<file path="src/rtl/shift_ou_pipelined.sv">
// Pipelined shift operating unit: SLL / SRL / SRA (+ optional ROR) over a
// log-shifter split across PIPE_STAGES registers, feeding an output FIFO.
// Optional feature macro: SHIFT_OU_ROTATE_EN (mode 11 = ROR; else mode 11 = SRL).
// The LSQ port set is tied off; this unit never issues memory traffic.

// Combinational slice of the log shifter: applies levels [LO, LO+NLV).
module shift_ou_stage #(
  parameter int DATA_W  = 32,
  parameter int SHAMT_W = 5,
  parameter int LO      = 0,
  parameter int NLV     = 1
) (
  input  logic [DATA_W-1:0]  din,
  input  logic [SHAMT_W-1:0] shamt,
  input  logic [1:0]         mode,
  output logic [DATA_W-1:0]  dout
);
  // Each level shifts by 2^j when shamt bit j is set; all modes compose.
  always_comb begin
    int s;
    s    = 0;
    dout = din;
    for (int j = LO; j < LO + NLV; j++) begin
      s = 1 << j;
      if (shamt[j]) begin
        unique case (mode)
          2'b00: dout = dout << s;
          2'b10: dout = DATA_W'($signed(dout) >>> s);
`ifdef SHIFT_OU_ROTATE_EN
          2'b11: dout = (dout >> s) | (dout << (DATA_W - s));
`endif
          default: dout = dout >> s;
        endcase
      end
    end
  end
endmodule

module shift_ou_pipelined #(
  parameter int DATA_W         = 32,
  parameter int SHAMT_W        = $clog2(DATA_W),
  parameter int PIPE_STAGES    = 2,
  parameter int OUT_FIFO_DEPTH = 2
) (
  input  logic              clk,
  input  logic              rst,
  input  logic [DATA_W-1:0] data_in1,
  input  logic [DATA_W-1:0] data_in2,
  input  logic              data_valid_in1,
  input  logic              data_valid_in2,
  input  logic [1:0]        mode,
  output logic              data_in_ack1,
  output logic              data_in_ack2,
  output logic              uses_data_in1,
  output logic              uses_data_in2,
  output logic [DATA_W-1:0] data_out,
  output logic              data_valid_out,
  input  logic              data_out_ack,
  output logic [DATA_W-1:0] addr,
  output logic [DATA_W-1:0] data,
  output logic [2:0]        fn3,
  output logic              load,
  output logic              store,
  output logic              new_request,
  input  logic              lsq_full,
  input  logic [DATA_W-1:0] load_data,
  input  logic              load_complete
);
  localparam int NS    = PIPE_STAGES;
  localparam int LPS   = SHAMT_W / NS;
  localparam int L0    = LPS + SHAMT_W % NS;
  localparam int DEPTH = OUT_FIFO_DEPTH;
  localparam int PW    = (DEPTH > 1) ? $clog2(DEPTH) : 1;
  localparam int CW    = $clog2(DEPTH + 1);

  logic [NS-1:0]                 vld_q, vld_d, in_vld, ready, adv;
  logic [NS-1:0][DATA_W-1:0]     dat_q, dat_d, stg_in, stg_out;
  logic [NS-1:0][SHAMT_W-1:0]    sh_q, sh_d, sh_in;
  logic [NS-1:0][1:0]            md_q, md_d, md_in;
  logic [DEPTH-1:0][DATA_W-1:0]  mem_q, mem_d;
  logic [PW-1:0]                 wr_q, wr_d, rd_q, rd_d;
  logic [CW-1:0]                 cnt_q, cnt_d;
  logic                          accept, last_ok, push, pop, fifo_nz;

  // Per-stage operand source and shifter slice; shamt/mode ride with the data.
  for (genvar k = 0; k < NS; k++) begin : g_stg
    if (k == 0) begin : g_head
      assign stg_in[k] = data_in1;
      assign sh_in[k]  = data_in2[SHAMT_W-1:0];
      assign md_in[k]  = mode;
      assign in_vld[k] = accept;
    end else begin : g_body
      assign stg_in[k] = dat_q[k-1];
      assign sh_in[k]  = sh_q[k-1];
      assign md_in[k]  = md_q[k-1];
      assign in_vld[k] = adv[k-1];
    end
    shift_ou_stage #(
      .DATA_W(DATA_W), .SHAMT_W(SHAMT_W),
      .LO((k == 0) ? 0 : L0 + (k - 1) * LPS),
      .NLV((k == 0) ? L0 : LPS)
    ) u_stage (
      .din(stg_in[k]), .shamt(sh_in[k]), .mode(md_in[k]), .dout(stg_out[k])
    );
  end

  // Handshake: a stage is ready if it or any later stage has a hole, or the
  // tail can leave. Unrolled from vld_q so there is no comb chain on ready.
  always_comb begin
    fifo_nz = (cnt_q != '0);
    last_ok = (cnt_q != CW'(DEPTH)) | data_out_ack;
    for (int k = 0; k < NS; k++) begin
      ready[k] = last_ok;
      for (int j = k; j < NS; j++)
        if (!vld_q[j]) ready[k] = 1'b1;
    end
    for (int k = 0; k < NS - 1; k++) adv[k] = vld_q[k] & ready[k+1];
    adv[NS-1] = vld_q[NS-1] & last_ok;
    accept    = rst & data_valid_in1 & data_valid_in2 & ready[0];
  end

  // Stage registers load whenever ready; payload only moves with a valid.
  always_comb begin
    vld_d = vld_q;
    dat_d = dat_q;
    sh_d  = sh_q;
    md_d  = md_q;
    for (int k = 0; k < NS; k++) begin
      if (ready[k]) vld_d[k] = in_vld[k];
      if (ready[k] && in_vld[k]) begin
        dat_d[k] = stg_out[k];
        sh_d[k]  = sh_in[k];
        md_d[k]  = md_in[k];
      end
    end
  end

  // Output FIFO. The tail stage register acts as its fall-through slot: when
  // the FIFO is empty the tail is presented directly and, if taken, bypasses.
  always_comb begin
    pop   = data_out_ack & fifo_nz;
    push  = adv[NS-1] & ~(~fifo_nz & data_out_ack);
    mem_d = mem_q;
    wr_d  = wr_q;
    rd_d  = rd_q;
    cnt_d = cnt_q;
    if (push) begin
      mem_d[wr_q] = dat_q[NS-1];
      wr_d = (wr_q == PW'(DEPTH - 1)) ? '0 : wr_q + 1'b1;
    end
    if (pop) rd_d = (rd_q == PW'(DEPTH - 1)) ? '0 : rd_q + 1'b1;
    unique case ({push, pop})
      2'b10:   cnt_d = cnt_q + 1'b1;
      2'b01:   cnt_d = cnt_q - 1'b1;
      default: cnt_d = cnt_q;
    endcase
  end

  // All state clears asynchronously; in-flight and buffered results are lost.
  always_ff @(posedge clk or negedge rst) begin
    if (!rst) begin
      vld_q <= '0;
      dat_q <= '0;
      sh_q  <= '0;
      md_q  <= '0;
      mem_q <= '0;
      wr_q  <= '0;
      rd_q  <= '0;
      cnt_q <= '0;
    end else begin
      vld_q <= vld_d;
      dat_q <= dat_d;
      sh_q  <= sh_d;
      md_q  <= md_d;
      mem_q <= mem_d;
      wr_q  <= wr_d;
      rd_q  <= rd_d;
      cnt_q <= cnt_d;
    end
  end

  assign data_in_ack1   = accept;
  assign data_in_ack2   = accept;
  assign uses_data_in1  = 1'b1;
  assign uses_data_in2  = 1'b1;
  assign data_valid_out = fifo_nz | vld_q[NS-1];
  assign data_out       = fifo_nz ? mem_q[rd_q] : (vld_q[NS-1] ? dat_q[NS-1] : '0);

  assign addr        = '0;
  assign data        = '0;
  assign fn3         = '0;
  assign load        = 1'b0;
  assign store       = 1'b0;
  assign new_request = 1'b0;

  logic unused_sink;
  assign unused_sink = ^{lsq_full, load_data, load_complete,
                         data_in2[DATA_W-1:SHAMT_W], sh_q[NS-1], md_q[NS-1]};
endmodule

</file>
<file path="config.mk">
export PLATFORM = sky130hd
export DESIGN_NAME = shift_ou_pipelined
export DESIGN_NICKNAME = d
export VERILOG_FILES = /design/src/rtl/shift_ou_pipelined.sv
export SDC_FILE = /design/constraint.sdc
export NUM_CORES = 1
export LEC_CHECK = 0
export ABC_AREA = 0
export CAP_MARGIN = 20
export CORE_AREA = 4 4 150 152
export DETAILED_ROUTE_END_ITERATION = 7
export DIE_AREA = 0 0 154 156
export PLACE_DENSITY = 0.79
export SETUP_SLACK_MARGIN = 0.5
export SYNTH_ARGS = -nofsm -noshare
export SYNTH_HDL_FRONTEND = slang
export SYNTH_HIERARCHICAL = 1
export SYNTH_SLANG_ARGS = --single-unit
</file>
<file path="constraint.sdc">
create_clock -name clk -period 2.8 [get_ports clk]
set_clock_uncertainty 0.1 [all_clocks]
set_input_delay 0.7 -clock clk [delete_from_list [all_inputs] [get_ports clk]]
set_output_delay 0.7 -clock clk [all_outputs]
set_load 0.05 [all_outputs]
</file>
* Word-level counts from Yosys, hierarchy flattened
Cells that the tools add are included.
** Operators by class
- Add/subtract/negate cells :: 4
- Magnitude comparators :: 3
- Equal/unequal tests :: 5
- Multiplexer cells :: 23
- Bitwise logic cells :: 12
- Reductions and logical operators :: 7
** Operator list (count)
- 32-bit 2-to-1 mux :: 10
- 32-bit case mux with 2 select lines :: 5
- 64-bit bitwise mux :: 1
- 32-bit demux with 1-bit select :: 1
- 1-bit AND :: 8
- 2-bit == test, second input constant :: 3
- 1-bit 2-to-1 mux :: 5
- 2-bit zero test :: 2
- 1-bit by 2-bit < comparator with 1-bit output, second input constant :: 2
- 2-bit case mux with 2 select lines :: 1
- 2-bit nonzero test :: 2
- 1-bit logical AND :: 3
- 1-bit adder, second input constant :: 2
- 2-bit by 1-bit adder with 2-bit output, second input constant :: 1
- 2-bit by 1-bit == test with 1-bit output, second input constant :: 1
- 2-bit != test, second input constant :: 1
- 1-bit NOT :: 2
- 1-bit bitwise OR :: 2
- 2-bit by 1-bit subtractor with 2-bit output, second input constant :: 1
- 1-bit >= comparator, second input constant :: 1
** Word-level totals
- Register bits :: 141
- Output and inout port bits :: 107
- Logic and storage cells :: 65

* Longest topological paths before layout
Gate-level depths: netlist of run 1.
- Depth after elaboration :: 7
- Mapped depth :: 9
- Mapped depth without buffers :: 6

* By module
The synthesis of run 1 kept the hierarchy.
** Modules (own cells, without submodules)
- shift_ou_pipelined :: times used 1, cells an instance 499, area each 6749.0 µm²
- shift_ou_stage (g_stg[0].u_stage) :: times used 1, cells an instance 430, area each 3083.0 µm²
- shift_ou_stage (g_stg[1].u_stage) :: times used 1, cells an instance 205, area each 1443.9 µm²

* Worst setup path before layout of run 1
Ideal clock, no wire load.
- Kind :: register -> output
- Start point :: register rd_q
- End point :: output port data_out[11]
- Arrival time :: 2.019 ns
- Data required time :: 2.000 ns
- Path slack :: -0.019 ns
- Cell stages (with the launch flop) :: 5
- Path buffers :: 2
- Cells stage by stage :: dfrtp_1 clkbuf_1 buf_2 mux2i_1 o21ai_0
** Between the ends
- Cells in the longest elaborated chain, start to end :: 3
** Ends and longest elaborated chain
- start, declared :: RTL line 81 : logic [PW-1:0] wr_q, wr_d, rd_q, rd_d;
- start signal, assigned :: RTL line 177 : rd_q <= rd_d;
- 32-bit 2-to-1 mux (not written as such) (2 in series) :: RTL line 187 : assign data_out = fifo_nz ? mem_q[rd_q] : (vld_q[NS-1] ? dat_q[NS-1] : '0);
- 32-bit 2-to-1 mux :: RTL line 187
- end, declared :: RTL line 56 : output logic [DATA_W-1:0] data_out,
No other way between the ends. The select of a mux whose other input is x is not followed.

* Final worst setup path of run 1
- Start point :: register cnt_q[0]
- End point :: output port data_out[4]
** Between the ends
- Cells in the longest elaborated chain, start to end :: 2
** Ends and longest elaborated chain
- start, declared :: RTL line 82 : logic [CW-1:0] cnt_q, cnt_d;
- start signal, assigned :: RTL line 178 : cnt_q <= cnt_d;
- 2-bit nonzero test :: RTL line 110 : fifo_nz = (cnt_q != '0);
- 32-bit 2-to-1 mux :: RTL line 187
No other way between the ends.

==> qor.yml, run 1 <==
clocking:
  htreeDepth: 4
  hold_buffers: 0
  clock_sinks: 138
  cts-root-buf: "clkbuf_16"
  cts_made_buffers: 17
  cts_tree: "done"
  insertion_delay_ps: 430
  clk_pin_slew_ps: 60
  max-clock-path-buffers: 2
synth:
  synth_area_mm2: 0.0112
  syn_avg_cell_area_um2: 9.90
  synthCells: 1128
  synth_warnings: 6
die:
  initial_utilization: 0.531
  rows: 53
  die_h_um: 156
  die-area_mm2: 0.0240
  io_pins: 212
  die_w_um: 154
  core_area_mm2: 0.0210
sta:
  finalSetupViolCount: 0
  max_clock_freq_ghz: 0.395
  rsz0062_at_grt: "yes"
  finalCriticalPeriod_ps: 2530
  slew_headroom: 0.475
  finalHoldViolCount: 0
  slew_viol_final: 0
  worstMarginPinSlew_ps: 787
  fin_crit_sh: 0.905
  tns_ps: 0
layout:
  fin_nets: 1402
  final_area_mm2: 0.0145
  n_antenna_cell: 0
  drive_above_1_share: 0.404
  syn_to_final_growth_pct: 29.6
  finish.utilization: 0.689
place:
  dp_hpwl_mm: 23.6
  gp_congestion: 0.982
  io_buffers: 78
  placed_area_mm2: 0.0132
grt:
  antenna_found_initial: 0
  grt_start_max_net_pins: 139
  grt_usage: 0.279
  grt_pass1_vias: 9639
  grt_first_pass_wirelength_mm: 53.7
  overflow: 0
detailed_routing:
  via_count: 10096
  avgRoutedWirePerCell_um: 22.5
  viasPerCell: 6.37
  drt_first_pass_iters: 7
  routed_wl_mm: 35.6
  ant_nets: 0
  drc: 0
  drt_iter0_markers: 1123
power_and_ir_drop:
  ir_worst_vdd_mv: 0.525
  powerDensity_mw_per_mm2: 939
  p_leak_nw: 6.34
setup_path:
  cp.required_ps: 2000
  end_kind: "output port"
  startpoint_type: "flop"
  critical_path_class: "flop to output port"
  path_max_fanout: 7
  cp_data_arrival_time_ps: 1730
  reg2reg_slack_ps: 530
status:
  status: "finished, final reports clean"
run:
  drv_cap: 0
hold_path:
  holdCritPathClass: "input pin to asynchronous set/reset pin"
[worst max-delay path, stage by stage, from the launching register on]
cell	delay (ps)
dfrtp_2	420
nor2_4	160
buf_12	160
buf_12	150
nand3_2	120
o21ai_2	130
buf_12	170
[metrics by stage]
stage          cells  hold slack [ps]  worst slack, ps  power, mW
2_1_floorplan   1198              304              324       7.73
3_3_place_gp    1524              373             -187       10.1
3_5_place_dp    1524              387             -237       10.3
4_1_cts         1574              376              285       13.1
5_1_grt         1584              367              204       14.1
6_report        1584              262              265       13.6
[worst paths after layout]
kind,startpoint,to,depth (start not counted)
max,cnt_q[0]$_DFFE_PN0P_,data_out[4],6
min,rst,dat_q[49]$_DFFE_PN0P_,2
max reg2reg,md_in[2]$_DFFE_PN0P_,dat_q[48]$_DFFE_PN0P_,5
min reg2reg,mem_q[2]$_DFFE_PN0P_,mem_q[2]$_DFFE_PN0P_,1
max in group asynchronous,rst,sh_in[8]$_DFFE_PN0P_,2
min in group clk,mem_q[2]$_DFFE_PN0P_,mem_q[2]$_DFFE_PN0P_,1
[report_power, final]
group / switching (mW) / internal (mW) / total [mW]
Sequential: 0.914 / 2.82 / 3.73
Clock: 0.857 / 1.53 / 2.39
Combinational: 3.80 / 3.67 / 7.47
[final cells by class]
type,count,area [µm²]
clock buffer,21,460
inverter,13,56.3
clock inverter,11,168
fill,1517,6540
tap,275,344
multi-input combinational,866,7130
timing repair buffer,260,2860
sequential,138,3460
[cells in the final DEF (no fill, tap or decap), drive strengths merged, types with 5 or more instances in the layout]
| cell | n |
|---|---|
| a211o | 5 |
| a211oi | 16 |
| a21boi | 10 |
| a21oi | 50 |
| a221oi | 12 |
| a22oi | 17 |
| a311oi | 13 |
| a31o | 5 |
| a31oi | 19 |
| buf | 216 |
| clkbuf | 24 |
| clkdlybuf4s50 | 16 |
| conb | 72 |
| dfrtp | 138 |
| dlygate4sd2 | 16 |
| dlymetal6s2s | 5 |
| inv | 14 |
| mux2 | 148 |
| mux2i | 58 |
| mux4 | 30 |
| nand2 | 45 |
| nand2b | 18 |
| nand3 | 51 |
| nand4 | 6 |
| nor2 | 72 |
| nor2b | 14 |
| nor3b | 8 |
| o211ai | 12 |
| o21ai | 79 |
| o221ai | 5 |
| o32a | 7 |
| o32ai | 8 |
| or2 | 5 |
| or3 | 8 |
| or3b | 26 |
[sequential cells by signal (all words and copies together) (netlist names)]
signal	flops
dat_q	64
rd_q	1
vld_q	2
mem_q	64
wr_q	1
md_in	2
cnt_q	2
sh_in	2
[repair_timing]
action,CTS,global route
cloned,3,4
endpoints found under the hold margin,0,0
gates resized for setup,53,47
pin swaps,6,7
setup endpoints to repair,70,61
buffers inserted,15,6
[metal layers]
layer  GRT usage  part of all wire
met4       0.122             0.044
met3      0.0544             0.077
met5           0                 0
met2       0.459              0.49
met1       0.361              0.39
(Power assumes the default switching activity.)
==> inputs of run 2 (changes only) <==
DONT_BUFFER_PORTS = 1   (was unset)
PLACE_DENSITY = 0.66   (was 0.79)
==> qor.yml, run 2 (synthesis results as in run 1) <==
sta:
  finalCriticalPeriod_ps: 2530
  finalSetupViolCount: 0
  slew_viol_final: 0
  worstMarginPinSlew_ps: 928
  max_clock_freq_ghz: 0.396
  finalHoldViolCount: 138
  fin_crit_sh: 0.902
  tns_ps: 0
  slew_headroom: 0.379
  whs_ps: -136
  rsz0062_at_grt: "yes"
power_and_ir_drop:
  ir_worst_vdd_mv: 0.584
  p_total_mw: 12.2
  p_leak_nw: 5.30
  powerDensity_mw_per_mm2: 968
setup_path:
  critical_path_class: "flop to output port"
  startpoint_type: "flop"
  path_max_fanout: 16
  cp.required_ps: 2000
  critPathSlowestCell: "dfrtp_2"
  end_kind: "output port"
  cpPeakStageDelay_ps: 420
  critical_path.cell_chain: "nor2_4, clkbuf_16, nand3_1, o21ai_4"
  cp_data_arrival_time_ps: 1730
die:
  die-area_mm2: 0.0240
  die_w_um: 154
  die_h_um: 156
  initial_utilization: 0.531
  core_area_mm2: 0.0210
  rows: 53
  io_pins: 212
clocking:
  insertion_delay_ps: 420
  cts_tree: "done"
  htreeDepth: 4
  clock_sinks: 138
  clk_pin_slew_ps: 60
  max-clock-path-buffers: 2
  cts-root-buf: "clkbuf_16"
  cts_made_buffers: 17
layout:
  n_antenna_cell: 0
  drive_above_1_share: 0.318
  fin_nets: 1221
  syn_to_final_growth_pct: 12.4
  final_common_cell: "dfrtp_1"
  reg.largest.list: "dat_q (64), mem_q (64)"
  final_cell_mix: "dfrtp_1, mux2_2, conb_1, nor2_1, mux2i_1"
grt:
  overflow: 0
  antenna_found_initial: 0
  grt_usage: 0.258
  grt_start_max_net_pins: 140
  grt_first_pass_wirelength_mm: 49.9
  grt_pass1_vias: 8732
place:
  io_buffers: 0
  gp_congestion: 0.957
  dp_hpwl_mm: 20.2
status:
  violations: "negative hold slack"
  status: "finished, violations left"
detailed_routing:
  avgRoutedWirePerCell_um: 22.8
  drc: 0
  viasPerCell: 6.56
  drt_first_pass_iters: 5
  ant_nets: 0
  drt_iter0_markers: 927
  routed_wl_mm: 31.9
  via_count: 9201
run:
  drv_cap: 0
hold_path:
  holdCritPathClass: "input pin to asynchronous set/reset pin"
run 2: cell types whose count changed in the layout (fill, tap and decap cells not counted), moves of 8 or more:
cell,change
buf_4,-116
clkdlybuf4s50_1,-16
nand3_2,-9
nand3_1,+10
o21ai_2,-8
buf_12,-22
dlygate4sd2_1,-16
run 2: final cells by class:
type                       instances  area, µm²
multi-input combinational        866       7010
tap                              275        344
inverter                          13       51.3
clock buffer                      17        425
clock inverter                    15        119
fill                            1705       8470
sequential                       138       3460
timing repair buffer              79       1140
run 2: layer usage:
metal,track usage,part of all wire,vias to the layer above
met5,0,0,-
met4,0.0791,0.026,0
met3,0.0566,0.085,72
met2,0.413,0.47,481
met1,0.353,0.42,4570
li1,-,-,4078
run 2: through the flow:
stage                      util  cells  worst slack (ps)  cell area (µm²)  hold WS (ps)
after global routing      0.597   1403               211            12600          -155
after CTS                 0.595   1401               282            12500          -145
after floorplan               -   1198               324            11600           304
after detailed placement  0.546   1346               189            11500           310
final                     0.597   1403               274            12600          -136
after global placement    0.546   1346               186            11500           309
run 2: worst max-delay path: cells and delay by family, from the launching register on:
kind | cells | cell delay, ps
and+or+nand+nor | 2 | 420
AOI/OAI and AO/OA | 1 | 210
DFF | 1 | 420
buffers and inverters | 1 | 240
run 2: final timing paths:
check                                       from                     to  slack, ps  cells past startpoint
max                         cnt_q[1]$_DFFE_PN0P_            data_out[9]        270                      4
min                                          rst  mem_q[44]$_DFFE_PN0P_       -140                      0
max reg2reg                 cnt_q[1]$_DFFE_PN0P_  mem_q[35]$_DFFE_PN0P_        680                      6
min reg2reg                mem_q[51]$_DFFE_PN0P_  mem_q[51]$_DFFE_PN0P_        390                      1
max in group asynchronous                    rst   cnt_q[1]$_DFFE_PN0P_       2570                      0
min in group clk                         mode[1]   md_in[3]$_DFFE_PN0P_        310                      1
run 2: repair_timing:
action                                  CTS  global route
endpoints found under the setup margin   35            38
pin swaps                                14             1
gates resized for setup                  24             5
buffers inserted                         16             1
hold endpoints to repair                138           138
cloned                                    7             1
run 2: power by group:
part | total [mW] | switching, mW | internal (mW)
sequential | 3.61 | 0.792 | 2.82
combinational | 6.48 | 3.46 | 3.02
clock | 2.06 | 0.920 | 1.14
total | 12.2 | 5.17 | 6.98
